**config.mk**
```make
export PLATFORM = sky130hd
export DESIGN_NAME = approx_err_monitor_flat
export DESIGN_NICKNAME = d
export VERILOG_FILES = /design/src/rtl/approx_pkg.sv /design/src/rtl/approx_err_monitor_if.sv /design/src/rtl/approx_ed_calc.sv /design/src/rtl/approx_err_monitor.sv /design/src/flat_wrapper.sv
export SDC_FILE = /design/constraint.sdc
export NUM_CORES = 1
export LEC_CHECK = 0
export BUFFER_PORTS_ARGS = -buffer_cell sky130_fd_sc_hd__buf_2
export CORE_ASPECT_RATIO = 2
export CORE_MARGIN = 2
export CORE_UTILIZATION = 40
export CTS_BUF_LIST = sky130_fd_sc_hd__clkbuf_2
export CTS_CLUSTER_SIZE = 28
export DETAILED_ROUTE_END_ITERATION = 10
export GPL_ROUTABILITY_DRIVEN = 0
export SKIP_LAST_GASP = 1
export SYNTH_ARGS = -nofsm -noshare
export SYNTH_HDL_FRONTEND = slang
export SYNTH_SLANG_ARGS = --single-unit
```
**constraint.sdc**
```tcl
create_clock -name clk -period 2.5 [get_ports clk]
set_clock_uncertainty 0.1 [all_clocks]
set_input_delay 0 -clock clk [delete_from_list [all_inputs] [get_ports clk]]
set_output_delay 0 -clock clk [all_outputs]
set_load 0.01 [all_outputs]
```
**src/rtl/approx_pkg.sv**
```systemverilog
// Shared definitions for the approximate-adder error monitor.
//   N_DEF        : default operand width of the adder under test
//   WIN_LOG2_DEF : default log2 of samples per report window
//   state_e      : monitor FSM states
//   ed_t         : signed error distance at the default width
package approx_pkg;

  localparam int unsigned N_DEF        = 16;
  localparam int unsigned WIN_LOG2_DEF = 8;

  typedef enum logic [1:0] {
    ACCUM  = 2'd0,
    DRAIN  = 2'd1,
    REPORT = 2'd2
  } state_e;

  // Wide enough that (A+B) - result never overflows.
  typedef logic signed [N_DEF+1:0] ed_t;

endpackage

```
**src/rtl/approx_err_monitor_if.sv**
```systemverilog
// Sample/report bus of the approximate-adder error monitor.
//   clear          : synchronous abort, restarts the window
//   in_valid/ready : sample handshake carrying in_a, in_b, in_res
//   rpt_valid/ready: report handshake carrying the rpt_* statistics
// master: the side feeding samples and consuming reports.
// slave : the monitor.
interface approx_err_monitor_if
  import approx_pkg::*;
#(
  parameter int unsigned N        = N_DEF,
  parameter int unsigned WIN_LOG2 = WIN_LOG2_DEF
) ();

  localparam int unsigned ACC_W = N + 1 + WIN_LOG2;

  logic                    clear;
  logic                    in_valid;
  logic                    in_ready;
  logic [N-1:0]            in_a;
  logic [N-1:0]            in_b;
  logic [N:0]              in_res;
  logic                    rpt_valid;
  logic                    rpt_ready;
  logic [WIN_LOG2:0]       rpt_err_count;
  logic [ACC_W-1:0]        rpt_sum_abs_ed;
  logic signed [ACC_W:0]   rpt_sum_ed;
  logic [N:0]              rpt_max_abs_ed;

  modport master (
    output clear, in_valid, in_a, in_b, in_res, rpt_ready,
    input  in_ready, rpt_valid, rpt_err_count, rpt_sum_abs_ed, rpt_sum_ed, rpt_max_abs_ed
  );

  modport slave (
    input  clear, in_valid, in_a, in_b, in_res, rpt_ready,
    output in_ready, rpt_valid, rpt_err_count, rpt_sum_abs_ed, rpt_sum_ed, rpt_max_abs_ed
  );

endinterface

```
**src/rtl/approx_ed_calc.sv**
```systemverilog
// Combinational error-distance calculation for one sample.
//   i_a, i_b      : operands of the adder under test
//   i_res         : approximate sum produced by the adder under test
//   o_ed          : signed ED = (i_a + i_b) - i_res, N+2 bits
//   o_abs_ed      : |ED|, N+1 bits
//   o_ed_nonzero  : ED != 0
module approx_ed_calc
  import approx_pkg::*;
#(
  parameter int unsigned N = N_DEF
) (
  input  logic [N-1:0]        i_a,
  input  logic [N-1:0]        i_b,
  input  logic [N:0]          i_res,
  output logic signed [N+1:0] o_ed,
  output logic [N:0]          o_abs_ed,
  output logic                o_ed_nonzero
);

  localparam logic [N:0] AbsOne = {{N{1'b0}}, 1'b1};

  logic [N:0] w_sum;

  assign w_sum = {1'b0, i_a} + {1'b0, i_b};

  // Both operands zero-extended to N+2 bits, so the difference cannot overflow.
  assign o_ed = $signed({1'b0, w_sum}) - $signed({1'b0, i_res});

  // Largest magnitude is 2^(N+1)-1, so the low N+1 bits of the negation suffice.
  assign o_abs_ed = o_ed[N+1] ? (~o_ed[N:0] + AbsOne) : o_ed[N:0];

  assign o_ed_nonzero = |o_ed;

endmodule

```
**src/rtl/approx_err_monitor.sv**
```systemverilog
// On-chip error characterisation for an approximate adder.
// Accepts {A, B, result} samples, computes the error distance and accumulates
// error count, sum |ED|, signed sum ED and max |ED| over 2^WIN_LOG2 samples,
// then offers one report over a valid/ready handshake.
//   clk   : clock, rising edge
//   rst_n : asynchronous active-low reset
//   bus   : sample input, clear and report output (slave side)
module approx_err_monitor
  import approx_pkg::*;
#(
  parameter int unsigned N        = N_DEF,
  parameter int unsigned WIN_LOG2 = WIN_LOG2_DEF
) (
  input  logic               clk,
  input  logic               rst_n,
  approx_err_monitor_if.slave bus
);

  localparam int unsigned ACC_W = N + 1 + WIN_LOG2;

  localparam logic [WIN_LOG2-1:0] CntOne = {{(WIN_LOG2-1){1'b0}}, 1'b1};

  // Combinational ED of the sample on the bus.
  logic signed [N+1:0] w_ed;
  logic [N:0]          w_abs_ed;
  logic                w_ed_nonzero;

  // Handshake and FSM decode.
  logic   w_xfer;
  logic   w_last;
  state_e w_state_d;
  logic   w_in_ready_d;
  logic   w_rpt_valid_d;
  logic   w_rpt_load;
  logic   w_acc_clr;

  // S2 operands aligned to accumulator widths.
  logic [ACC_W:0]    w_ed_ext;
  logic [ACC_W-1:0]  w_abs_ext;
  logic [WIN_LOG2:0] w_nz_ext;

  state_e              r_state;
  logic                r_in_ready;
  logic [WIN_LOG2-1:0] r_cnt;

  logic                r_s1_valid;
  logic signed [N+1:0] r_s1_ed;
  logic [N:0]          r_s1_abs;
  logic                r_s1_nz;

  logic [WIN_LOG2:0]   r_err_count;
  logic [ACC_W-1:0]    r_sum_abs;
  logic [ACC_W:0]      r_sum_ed;
  logic [N:0]          r_max_abs;

  logic                r_rpt_valid;
  logic [WIN_LOG2:0]   r_rpt_err_count;
  logic [ACC_W-1:0]    r_rpt_sum_abs;
  logic [ACC_W:0]      r_rpt_sum_ed;
  logic [N:0]          r_rpt_max_abs;

  approx_ed_calc #(
    .N (N)
  ) u_ed_calc (
    .i_a          (bus.in_a),
    .i_b          (bus.in_b),
    .i_res        (bus.in_res),
    .o_ed         (w_ed),
    .o_abs_ed     (w_abs_ed),
    .o_ed_nonzero (w_ed_nonzero)
  );

  // A sample presented alongside clear is discarded.
  assign w_xfer = bus.in_valid & r_in_ready & ~bus.clear;
  assign w_last = (r_cnt == {WIN_LOG2{1'b1}});

  always_comb begin
    w_state_d     = r_state;
    w_in_ready_d  = r_in_ready;
    w_rpt_valid_d = r_rpt_valid;
    w_rpt_load    = 1'b0;
    w_acc_clr     = 1'b0;
    if (bus.clear) begin
      w_state_d     = ACCUM;
      w_in_ready_d  = 1'b1;
      w_rpt_valid_d = 1'b0;
      w_acc_clr     = 1'b1;
    end else begin
      unique case (r_state)
        ACCUM: begin
          w_in_ready_d = 1'b1;
          if (w_xfer && w_last) begin
            w_in_ready_d = 1'b0;
            w_state_d    = DRAIN;
          end
        end
        DRAIN: begin
          w_in_ready_d = 1'b0;
          // S1 still holds the final sample on the first DRAIN cycle; report once it retired.
          if (!r_s1_valid) begin
            w_rpt_load    = 1'b1;
            w_rpt_valid_d = 1'b1;
            w_state_d     = REPORT;
          end
        end
        REPORT: begin
          if (bus.rpt_ready) begin
            w_rpt_valid_d = 1'b0;
            w_acc_clr     = 1'b1;
            w_in_ready_d  = 1'b1;
            w_state_d     = ACCUM;
          end
        end
        default: begin
          w_state_d    = ACCUM;
          w_in_ready_d = 1'b0;
        end
      endcase
    end
  end

  always_ff @(posedge clk or negedge rst_n) begin
    if (!rst_n) begin
      r_state    <= ACCUM;
      r_in_ready <= 1'b0;
      r_cnt      <= '0;
    end else begin
      r_state    <= w_state_d;
      r_in_ready <= w_in_ready_d;
      if (w_acc_clr) begin
        r_cnt <= '0;
      end else if (w_xfer) begin
        r_cnt <= r_cnt + CntOne;
      end
    end
  end

  // S1: register the ED of each accepted sample.
  always_ff @(posedge clk or negedge rst_n) begin
    if (!rst_n) begin
      r_s1_valid <= 1'b0;
      r_s1_ed    <= '0;
      r_s1_abs   <= '0;
      r_s1_nz    <= 1'b0;
    end else if (bus.clear) begin
      r_s1_valid <= 1'b0;
      r_s1_ed    <= '0;
      r_s1_abs   <= '0;
      r_s1_nz    <= 1'b0;
    end else begin
      r_s1_valid <= w_xfer;
      if (w_xfer) begin
        r_s1_ed  <= w_ed;
        r_s1_abs <= w_abs_ed;
        r_s1_nz  <= w_ed_nonzero;
      end
    end
  end

  assign w_ed_ext  = {{WIN_LOG2{r_s1_ed[N+1]}}, r_s1_ed};
  assign w_abs_ext = {{WIN_LOG2{1'b0}}, r_s1_abs};
  assign w_nz_ext  = {{WIN_LOG2{1'b0}}, r_s1_nz};

  // S2: fold the S1 sample into the window statistics.
  always_ff @(posedge clk or negedge rst_n) begin
    if (!rst_n) begin
      r_err_count <= '0;
      r_sum_abs   <= '0;
      r_sum_ed    <= '0;
      r_max_abs   <= '0;
    end else if (w_acc_clr) begin
      r_err_count <= '0;
      r_sum_abs   <= '0;
      r_sum_ed    <= '0;
      r_max_abs   <= '0;
    end else if (r_s1_valid) begin
      r_err_count <= r_err_count + w_nz_ext;
      r_sum_abs   <= r_sum_abs + w_abs_ext;
      r_sum_ed    <= r_sum_ed + w_ed_ext;
      // Strictly greater: ties keep the existing maximum.
      if (r_s1_abs > r_max_abs) begin
        r_max_abs <= r_s1_abs;
      end
    end
  end

  // Report registers stay at their last values after the handshake.
  always_ff @(posedge clk or negedge rst_n) begin
    if (!rst_n) begin
      r_rpt_valid     <= 1'b0;
      r_rpt_err_count <= '0;
      r_rpt_sum_abs   <= '0;
      r_rpt_sum_ed    <= '0;
      r_rpt_max_abs   <= '0;
    end else begin
      r_rpt_valid <= w_rpt_valid_d;
      if (w_rpt_load) begin
        r_rpt_err_count <= r_err_count;
        r_rpt_sum_abs   <= r_sum_abs;
        r_rpt_sum_ed    <= r_sum_ed;
        r_rpt_max_abs   <= r_max_abs;
      end
    end
  end

  assign bus.in_ready       = r_in_ready;
  assign bus.rpt_valid      = r_rpt_valid;
  assign bus.rpt_err_count  = r_rpt_err_count;
  assign bus.rpt_sum_abs_ed = r_rpt_sum_abs;
  assign bus.rpt_sum_ed     = r_rpt_sum_ed;
  assign bus.rpt_max_abs_ed = r_rpt_max_abs;

endmodule

```
**src/flat_wrapper.sv**
```systemverilog
// flat-port wrapper written by rule: the top's interface ports become plain ports
module approx_err_monitor_flat import approx_pkg::*;
#(
  parameter int unsigned N        = N_DEF,
  parameter int unsigned WIN_LOG2 = WIN_LOG2_DEF
)
  (clk, rst_n, bus_clear, bus_in_valid, bus_in_a, bus_in_b, bus_in_res, bus_rpt_ready, bus_in_ready, bus_rpt_valid, bus_rpt_err_count, bus_rpt_sum_abs_ed, bus_rpt_sum_ed, bus_rpt_max_abs_ed);
  approx_err_monitor_if #(.N(N), .WIN_LOG2(WIN_LOG2)) bus_i ();
  input  logic clk;
  input  logic rst_n;
  input wire logic [$bits(bus_i.clear)-1:0] bus_clear;
  input wire logic [$bits(bus_i.in_valid)-1:0] bus_in_valid;
  input wire logic [$bits(bus_i.in_a)-1:0] bus_in_a;
  input wire logic [$bits(bus_i.in_b)-1:0] bus_in_b;
  input wire logic [$bits(bus_i.in_res)-1:0] bus_in_res;
  input wire logic [$bits(bus_i.rpt_ready)-1:0] bus_rpt_ready;
  output wire logic [$bits(bus_i.in_ready)-1:0] bus_in_ready;
  output wire logic [$bits(bus_i.rpt_valid)-1:0] bus_rpt_valid;
  output wire logic [$bits(bus_i.rpt_err_count)-1:0] bus_rpt_err_count;
  output wire logic [$bits(bus_i.rpt_sum_abs_ed)-1:0] bus_rpt_sum_abs_ed;
  output wire logic [$bits(bus_i.rpt_sum_ed)-1:0] bus_rpt_sum_ed;
  output wire logic [$bits(bus_i.rpt_max_abs_ed)-1:0] bus_rpt_max_abs_ed;
  assign bus_i.clear = bus_clear;
  assign bus_i.in_valid = bus_in_valid;
  assign bus_i.in_a = bus_in_a;
  assign bus_i.in_b = bus_in_b;
  assign bus_i.in_res = bus_in_res;
  assign bus_i.rpt_ready = bus_rpt_ready;
  assign bus_in_ready = bus_i.in_ready;
  assign bus_rpt_valid = bus_i.rpt_valid;
  assign bus_rpt_err_count = bus_i.rpt_err_count;
  assign bus_rpt_sum_abs_ed = bus_i.rpt_sum_abs_ed;
  assign bus_rpt_sum_ed = bus_i.rpt_sum_ed;
  assign bus_rpt_max_abs_ed = bus_i.rpt_max_abs_ed;
  approx_err_monitor #(.N(N), .WIN_LOG2(WIN_LOG2)) u_core (.clk(clk), .rst_n(rst_n), .bus(bus_i));
endmodule
```
==> flow_summary.ini, run 1 <==
[critical_path]
required_ns = 3.11
critPathBufInv = 1
crit_fanout = 3
start_kind = flop
arrival_ns = 3.40
worstSetupPathType = flop to flop
cpMostUsedCell = o21a_1
max_stage_delay_ns = 0.47
critPathTopFamily = compound AO/OA/AOI/OAI gates
crit_chain = buf_4 -> ha_4 -> fa_2 -> a21oi_2 -> o21a_2 -> a211oi_4 -> o21a_1 -> o21a_1 -> o211ai_1 -> a2111oi_0 -> nand3b_1
slowest_stage = dfrtp_2
crit_path_end_kind = flop

[floorplanning]
io_pins = 133
die-area_um2 = 32200
die_w_um = 128
core_area_um2 = 30200
die_y_um = 252
row_count = 90
initial_utilization_pct = 40.7

[global_route]
antenna_found_initial = 1
overflow = 0
grt_use_met3_pct = 2.31
grt_pass1_wl_mm = 53.5
grt_max_degree = 64
met2_usage_pct = 40.4
grt_pass1_vias = 11100
gr-max-usage-layer = met2
met1_usage_pct = 20.7
grt_util_all_layers_pct = 20.7

[yosys]
synth-seq-area-share_pct = 41.2
syn_nets = 1403
netlist_area_um2 = 12300
ys_warn_count = 0
async_flop_share_pct = 100
synth_enable_flop_cells = 0
dominantRegCellSynth = dfrtp_1
avgSynthCellArea_um2 = 9.82
synth_cell_types = 79
synthCells = 1250
ys_ff_latch = 202

[timing]
period_minus_slack_ns = 2.79
clock.fmax_mhz = 359
worst_slack_ns = -0.287
finalSetupViolations = 27
period_share_pct = 111
timing.setup.tns_ns = -3.32
relSlewSlack_pct = 52.2
hold_violations = 0
worst_pin_slew_ns = 0.717
slew_violations = 0
rsz0062_at_grt = yes
hold_ws_ns = 0.00636

[routing]
drc = 0
firstDrtPassIters = 5
routed_via_density = 5.34
postRouteAntennaNets = 0
dr_total_vias = 10700
wl_mm = 33.3
avgRoutedWirePerCell_um = 16.6
drtIter0Drc = 485

[cells_and_area]
final_util_pct = 54.0
drive_gt1_share_pct = 39.0
fill_cells = 2788
syn_to_final_growth_pct = 32.7
final_common_cell = buf_4
layout_common_cells = buf_4 (198), dfrtp_1 (195), buf_2 (130), nand2_1 (92), inv_1 (88)
final_nets = 1764
fin_cells = 2010
design_area_um2 = 16300

[clock_tree]
cts_buffer_depth = 3
clk_pin_slew_ns = 0.13
cts_tree = yes
numCtsBuffers = 44
cts_max_level = 2
cts.sinks = 202
clk_latency_ns = 0.87
cts_root_buf = clkbuf_2

[place]
portBuffers = 132
hpwl_mm = 24.7
post_dp_cell_area_um2 = 14900
placed_cells = 1883
place_ws_ns = -0.879

[run_status]
outcome = finished, violations left
violations = setup timing

[pwr]
p_per_area_nw_per_um2 = 647
p_total_mw = 10.5
power.static_leakage_nw = 8.26
vdd_drop_max_mv = 0.348

[hold_path]
min_path_type = primary input to flop

[job]
drv_cap = 0
state kept, by name (all words and copies together), names as in the netlist:
signal and count:
u_core.bus.rpt_sum_ed 26, u_core.r_sum_ed 26, u_core.bus.rpt_sum_abs_ed 25, u_core.r_sum_abs 25
u_core.bus.rpt_max_abs_ed 17, u_core.r_max_abs 17, u_core.r_s1_abs 17, u_core.r_s1_ed 17
u_core.bus.rpt_err_count 9, u_core.r_err_count 9, u_core.r_cnt 8, u_core.r_state 2
u_core.bus.in_ready 1, u_core.bus.rpt_valid 1, u_core.r_s1_nz 1, u_core.r_s1_valid 1
worst paths after layout:
| check | slack [ns] | end | from | cells after the start |
|---|---|---|---|---|
| max | -0.29 | u_core.r_sum_ed[16]$_DFFE_PN0P_ | u_core.r_s1_abs[0]$_DFFE_PN0P_ | 11 |
| min | 0.006 | u_core.r_s1_abs[0]$_DFFE_PN0P_ | bus_in_b[0] | 6 |
| max reg2reg | -0.29 | u_core.r_sum_ed[16]$_DFFE_PN0P_ | u_core.r_s1_abs[0]$_DFFE_PN0P_ | 11 |
| min reg2reg | 0.41 | u_core.r_s1_ed[7]$_DFFE_PN0P_ | u_core.r_s1_ed[7]$_DFFE_PN0P_ | 2 |
| max in group asynchronous | 1.69 | u_core.r_sum_ed[18]$_DFFE_PN0P_ | rst_n | 4 |
| min in group asynchronous | 0.20 | u_core.r_s1_ed[16]$_DFFE_PN0P_ | rst_n | 4 |
routing by layer:
metal / part of all wire (%) / vias up
met5: 0 / -
met4: 5.3 / 0
met3: 2.9 / 88
met2: 56 / 222
met1: 36 / 5230
li1: - / 5196
power breakdown:
group          switching [mW]  internal, mW  total, mW
combinational            2.40          2.31       4.71
sequential              0.284          3.48       3.77
clock                    1.34         0.725       2.07
total                    4.03          6.52       10.5
cells in the mapped netlist, types with 3 or more instances:
library cell	instances	area share, %
a2111oi_0	3	0.21
a211o_1	5	0.36
a211oi_1	12	0.73
a21boi_0	3	0.18
a21o_1	30	1.8
a21oi_1	90	3.7
a221oi_1	3	0.21
a22o_1	5	0.36
a31o_2	3	0.21
a31oi_1	9	0.46
and2_1	15	0.76
and3_1	12	0.61
and4_1	3	0.21
buf_1	7	0.21
clkbuf_1	35	1.1
dfrtp_1	202	41
fa_1	18	2.9
ha_1	81	8.3
inv_1	94	2.9
mux2_2	77	7.1
mux2i_1	25	2.0
nand2_1	95	2.9
nand2b_1	9	0.46
nand3_1	40	1.6
nand3b_1	4	0.24
nand4_1	19	0.97
nor2_1	83	2.5
nor3_1	17	0.69
nor3b_1	6	0.37
nor4_1	7	0.36
nor4b_1	4	0.29
o211ai_1	12	0.73
o21a_1	14	0.86
o21ai_0	70	2.9
o21ai_1	3	0.12
o21bai_1	5	0.31
o22ai_1	4	0.20
o311a_1	3	0.24
or2_2	5	0.25
or3_1	13	0.66
or4_1	4	0.24
xnor2_1	26	1.9
xor2_1	31	2.2
area by class of cell:
| class | count | area (µm²) | area share, % |
|---|---|---|---|
| inverter | 95 | 364 | 2.23 |
| clock buffer | 55 | 275 | 1.69 |
| timing repair buffer | 362 | 2600 | 16.0 |
| tap | 368 | 460 | 2.83 |
| sequential | 202 | 5060 | 31.1 |
| clock inverter | 21 | 119 | 0.730 |
| antenna | 1 | 2.50 | 0.0154 |
| multi-input combinational | 906 | 7410 | 45.5 |
logic make-up after synthesis:
group	count (synthesis)	share of synthesized area (%)
compound gates	295	15.3
xor+xnor	59	4.33
fa+ha+maj	99	11.2
buf+inv	142	4.47
flops	202	41.2
mux	102	9.10
simple gates	351	14.4
worst min-delay path: cells and delay by family:
kind / cells / cell delay, ns
buffers and inverters: 4 / 0.63
adder cells (fa/ha/maj): 1 / 0.22
AO/OA/AOI/OAI: 1 / 0.08
repair_timing:
| action | CTS | global route |
|---|---|---|
| cloned | 0 | 2 |
| hold endpoints to repair | 366 | 0 |
| endpoints found under the setup margin | 49 | 57 |
| gates resized for setup | 38 | 105 |
| buffers inserted | 16 | 16 |
| pin swaps | 37 | 61 |
| hold buffers | 17 | 0 |
No activity file was read; power rests on OpenSTA's default activity.
==> inputs of run 2 (changes only) <==
--- a/config.mk
+++ b/config.mk
@@ -5,9 +5,9 @@
 export SDC_FILE = /design/constraint.sdc
 export NUM_CORES = 1
 export LEC_CHECK = 0
+export ABC_AREA = 1
 export BUFFER_PORTS_ARGS = -buffer_cell sky130_fd_sc_hd__buf_2
 export CORE_ASPECT_RATIO = 2
-export CORE_MARGIN = 2
 export CORE_UTILIZATION = 40
 export CTS_BUF_LIST = sky130_fd_sc_hd__clkbuf_2
 export CTS_CLUSTER_SIZE = 28
==> flow_summary.ini, run 2 <==
[clock_tree]
clk_pin_slew_ns = 0.11
cts_max_level = 2
clk_latency_ns = 0.84
numCtsBuffers = 45
cts_root_buf = clkbuf_2
cts.sinks = 202
cts_tree = yes
cts_buffer_depth = 3

[critical_path]
critPathBufInv = 4
crit_path_end_kind = flop
crit_chain = dlygate4sd3_1 -> buf_2 -> inv_2 -> fa_2 -> fa_2 -> ha_2 -> inv_1 -> a21oi_1 -> nand3_1 -> nor2_1 -> nand2_2 -> nor2_4 -> nand2_4 -> nor2_4 -> nand2_2 -> a21oi_2 -> nand2_1
max_stage_delay_ns = 0.55
worstSetupPathType = primary input to flop
reg2reg_depth = 10
crit_fanout = 4
start_kind = primary input
critPathTopFamily = adder cells
required_ns = 3.07
ff2ff_setup_slack_ns = 0.15
slowest_stage = fa_2
arrival_ns = 2.98
cp_num_cells = 17

[timing]
hold_violations = 0
worst_slack_ns = 0.0893
clock.fmax_mhz = 415
hold_ws_ns = 0.0755
slew_violations = 0
relSlewSlack_pct = 63.5
worst_pin_slew_ns = 0.547
period_share_pct = 96.4
period_minus_slack_ns = 2.41
finalSetupViolations = 0

[floorplanning]
die_w_um = 127
row_count = 91
io_pins = 133
die-area_um2 = 32000
initial_utilization_pct = 40.5
die_y_um = 252
core_area_um2 = 30900

[global_route]
overflow = 0
grt_pass1_wl_mm = 55.8
grt_pass1_vias = 11700
grt_util_all_layers_pct = 22.1
grt_max_degree = 65
antenna_found_initial = 1

[hold_path]
hold_depth = 5
min_path_type = primary input to flop

[yosys]
async_flop_share_pct = 100
ys_warn_count = 0
synthMostInstantiatedCell = nand2_1
netlist.area_leader.share_pct = 40.4
synthTopCellsByArea = dfrtp_1 (40%), nand2_1 (12%), ha_1 (8.1%)
ys_ff_latch = 202
synth_top_area_cell = dfrtp_1
synthTopCellsByCount = nand2_1 (401), inv_1 (243), dfrtp_1 (202), o21ai_0 (161), nor2_1 (111)
synth_cell_types = 46
synth_enable_flop_cells = 0
syn_nets = 1783
synth-seq-area-share_pct = 40.4
netlist_area_um2 = 12500
avgSynthCellArea_um2 = 7.67
synthCells = 1630
dominantRegCellSynth = dfrtp_1

[routing]
drtIter0Drc = 523
drc = 0
routed_via_density = 4.97
postRouteAntennaNets = 0
avgRoutedWirePerCell_um = 14.5
wl_mm = 33.7
dr_total_vias = 11500
firstDrtPassIters = 6

[cells_and_area]
final_common_cell = nand2_1
final_nets = 2031
final_util_pct = 48.3
drive_gt1_share_pct = 18.3
fin_cells = 2322
layout_common_cells = nand2_1 (400), inv_1 (241), dfrtp_1 (200), o21ai_0 (160), buf_2 (131)
syn_to_final_growth_pct = 19.2

[job]
drv_cap = 0

[place]
place_ws_ns = -0.229
hpwl_mm = 26.9
placed_cells = 2229
portBuffers = 132

[pwr]
p_total_mw = 8.70
power.static_leakage_nw = 7.91
vdd_drop_max_mv = 0.353
p_per_area_nw_per_um2 = 584

[run_status]
outcome = finished, final reports clean
-- run 2: changes by cell type after synthesis, sizes merged, moves of 14 or more --
cell | before | now
xor2 | 32 | 12
mux2i | 25 | 0
o21ai | 73 | 168
or3 | 14 | 0
mux2 | 77 | 9
inv | 94 | 250
nand2 | 95 | 423
o22ai | 4 | 29
and2 | 16 | 1
nor2 | 84 | 118
nand3 | 40 | 100
a21o | 30 | 9
-- run 2: routing by layer --
| metal | track usage (%) | vias to the layer above | part of all wire (%) |
|---|---|---|---|
| li1 | - | 5810 | - |
| met1 | 21.6 | 5357 | 36 |
| met2 | 43.0 | 263 | 54 |
| met3 | 2.56 | 104 | 2.8 |
| met4 | 14.3 | 0 | 6.4 |
| met5 | 0 | - | 0 |
-- run 2: cell families after synthesis --
| kind of cell | after synthesis | share of synthesized area, % |
|---|---|---|
| AOI/OAI and AO/OA | 319 | 13.8 |
| xor gates and xnor gates | 26 | 1.82 |
| adders and majority gates | 99 | 11.0 |
| buffers and inverters | 288 | 8.85 |
| DFF | 202 | 40.4 |
| muxes | 9 | 0.810 |
| and+or+nand+nor | 687 | 23.3 |
-- run 2: stage by stage --
stage / TNS, ns / area [µm²]
floorplan: 0 / 12500
global placement: -0.826 / 14300
detailed placement: -1.13 / 14300
CTS: 0 / 14900
global route: -0.0293 / 14900
finish: 0 / 14900
-- run 2: power breakdown --
group | total (mW) | internal, mW | switching, mW
registers | 3.66 | 3.46 | 0.199
logic | 2.94 | 1.16 | 1.78
clock network | 2.11 | 0.816 | 1.29
total | 8.70 | 5.43 | 3.27
-- run 2: timing repair --
item,CTS,global route
setup buffers,0,1
setup endpoints to repair,0,24
endpoints found under the hold margin,346,0
hold buffers,19,0
resized for setup,0,17
-- run 2: layout make-up --
cell class / instances / area [µm²]
Antenna cell: 1 / 2.50
Clock buffer: 56 / 280
Clock inverter: 16 / 114
Fill cell: 3132 / 15900
Inverter: 250 / 938
Multi-Input combinational cell: 1140 / 6390
Sequential cell: 202 / 5060
Tap cell: 418 / 523
Timing Repair Buffer: 239 / 1600
-- run 2: final timing paths --
kind	from	to
worst max-delay path	bus_in_a[1]	u_core.r_s1_abs[16]$_DFFE_PN0P_
worst min-delay path	bus_clear	u_core.r_s1_abs[4]$_DFFE_PN0P_
worst max register to register	u_core.r_s1_abs[12]$_DFFE_PN0P_	u_core.r_sum_abs[23]$_DFFE_PN0P_
worst min register to register	u_core.bus.rpt_max_abs_ed[4]$_DFFE_PN0P_	u_core.bus.rpt_max_abs_ed[4]$_DFFE_PN0P_
max in group asynchronous	rst_n	u_core.r_cnt[0]$_DFFE_PN0P_
min in group asynchronous	rst_n	u_core.bus.rpt_sum_ed[15]$_DFFE_PN0P_
-- run 2: worst min-delay path, delay by kind of cell --
family / cells / cell delay (ns)
and+or+nand+nor: 3 / 0.28
buffers and inverters: 2 / 0.68
==> inputs of run 3 (changes only) <==
--- a/config.mk
+++ b/config.mk
@@ -8,7 +8,7 @@
 export ABC_AREA = 1
 export BUFFER_PORTS_ARGS = -buffer_cell sky130_fd_sc_hd__buf_2
 export CORE_ASPECT_RATIO = 2
-export CORE_UTILIZATION = 40
+export CORE_UTILIZATION = 30
 export CTS_BUF_LIST = sky130_fd_sc_hd__clkbuf_2
 export CTS_CLUSTER_SIZE = 28
 export DETAILED_ROUTE_END_ITERATION = 10
==> constraint.sdc (replaced) <==
create_clock -name clk -period 2.5 [get_ports clk]
set_clock_uncertainty 0.1 [all_clocks]
set_input_delay 0.375 -clock clk [delete_from_list [all_inputs] [get_ports clk]]
set_output_delay 0.375 -clock clk [all_outputs]
set_load 0.01 [all_outputs]
==> flow_summary.ini, run 3 (synthesized netlist as in run 2, its figures left out) <==
[pwr]
p_total_mw = 8.67
vdd_drop_max_mv = 0.268
power.static_leakage_nw = 7.95
p_per_area_nw_per_um2 = 571

[routing]
drtIter0Drc = 477
wl_mm = 35.2
avgRoutedWirePerCell_um = 14.4
firstDrtPassIters = 8
routed_via_density = 4.76
drc = 0
postRouteAntennaNets = 0
dr_total_vias = 11700

[job]
drv_cap = 0

[floorplanning]
core_area_um2 = 41100
io_pins = 133
initial_utilization_pct = 30.4
die-area_um2 = 42600
die_y_um = 291
die_w_um = 146
row_count = 105

[global_route]
grt_util_all_layers_pct = 16.9
overflow = 0
grt_max_degree = 65
antenna_found_initial = 1
grt_pass1_vias = 11900
grt_pass1_wl_mm = 57.4

[critical_path]
crit_path_end_kind = flop
r2r-start = u_core.r_s1_abs[0]$_DFFE_PN0P_
slowest_stage = dfrtp_1
ff2ff_setup_slack_ns = 0.12
setup.worst_path.end = u_core.r_sum_ed[24]$_DFFE_PN0P_
crit_fanout = 4
crit_chain = ha_2 -> fa_1 -> nand3_1 -> nand3_1 -> a21oi_2 -> o21ai_1 -> nand3_1 -> nand2_2 -> nand2_1 -> nand3_1 -> nand3_1 -> nand2_1
reg2reg_depth = 12
start_kind = flop
cpMostUsedCell = nand3_1
required_ns = 3.09
timing.rr.end = u_core.r_sum_ed[24]$_DFFE_PN0P_
max_stage_delay_ns = 0.44
crit_path_start = u_core.r_s1_abs[0]$_DFFE_PN0P_
arrival_ns = 2.96
worstSetupPathType = flop to flop

[clock_tree]
cts_root_buf = clkbuf_2
cts.sinks = 202
clk_latency_ns = 0.82
numCtsBuffers = 41
clk_pin_slew_ns = 0.13
cts_tree = yes
cts_max_level = 2
cts_buffer_depth = 3

[cells_and_area]
layout_common_cells = nand2_1 (399), inv_1 (237), dfrtp_1 (201), o21ai_0 (158), buf_2 (131)
fin_cells = 2450
final_common_cell = nand2_1
final_nets = 2039
syn_to_final_growth_pct = 21.5
drive_gt1_share_pct = 20.3

[run_status]
outcome = finished, final reports clean

[timing]
finalSetupViolations = 0
hold_ws_ns = 0.127
hold_violations = 0
rsz0062_at_grt = yes
slew_violations = 0
relSlewSlack_pct = 57.1
timing.setup.tns_ns = 0
period_minus_slack_ns = 2.38
period_share_pct = 95.1
clock.fmax_mhz = 421
worst_pin_slew_ns = 0.638

[hold_path]
min_path_type = primary input to flop

[place]
placed_cells = 2368
portBuffers = 132
hpwl_mm = 28.2
==> run 3: changes by cell type in the layout (fill, tap and decap cells not counted), sizes merged <==
cell / change
clkinv: +3
bufinv: -2
buf: +22
clkbuf: -2
dlygate4sd3: -10
==> run 3: metal layers <==
metal,GRT usage [%],part of all wire (%)
met3,1.74,3.2
met1,16.3,36
met5,0,0
met4,11.3,6.4
met2,33.1,55
==> run 3: area by class of cell <==
cell class                 count  area [µm²]
multi-input combinational   1140        6530
tap                          535         669
sequential                   202        5060
timing repair buffer         251        1650
fill                        4287       25900
clock inverter                17        71.3
antenna                        1        2.50
inverter                     250         951
clock buffer                  54         270
==> run 3: how the worst min path moves through the flow <==
stage | endpoint | slack (ns) | cells past startpoint | from
2_1_floorplan | u_core.bus.in_ready$_DFFE_PN0P_ | -0.02 | 0 | rst_n
3_5_place_dp | u_core.r_sum_ed[8]$_DFFE_PN0P_ | 0.27 | 1 | rst_n
4_1_cts | u_core.r_s1_ed[1]$_DFFE_PN0P_ | 0.06 | 5 | bus_in_res[0]
6_report | u_core.r_s1_ed[1]$_DFFE_PN0P_ | 0.13 | 5 | bus_in_res[0]
3_3_place_gp | u_core.r_sum_ed[16]$_DFFE_PN0P_ | 0.27 | 1 | rst_n
5_1_grt | u_core.r_s1_ed[1]$_DFFE_PN0P_ | 0.13 | 5 | bus_in_res[0]
==> run 3: critical path, delay by kind of cell, from the launching register on <==
kind                     cells  cell delay, ns
adder cells (fa/ha/maj)      2            0.64
AND/OR/NAND/NOR              8            0.72
flip-flops                   1            0.44
AO/OA/AOI/OAI                2            0.34
==> run 3: through the flow <==
stage               setup slack [ns]  util, %  area (µm²)
finish                         0.122     37.0       15200
global route                 -0.0175     37.0       15200
CTS                           0.0454     36.9       15200
detailed placement            -0.580     35.8       14700
global placement              -0.590     35.8       14700
floorplan                     -0.316        -       12700
==> run 3: timing repair <==
action,4_1_cts,5_1_grt
pin swaps,1,5
endpoints found under the setup margin,5,26
hold buffers,9,0
endpoints found under the hold margin,232,0
gates resized for setup,3,8
buffers inserted,0,1
==> run 3: where the power goes <==
part	internal (mW)	total (mW)	switching (mW)
Clock	0.596	1.90	1.30
Combinational	1.28	3.14	1.86
Sequential	3.46	3.64	0.180
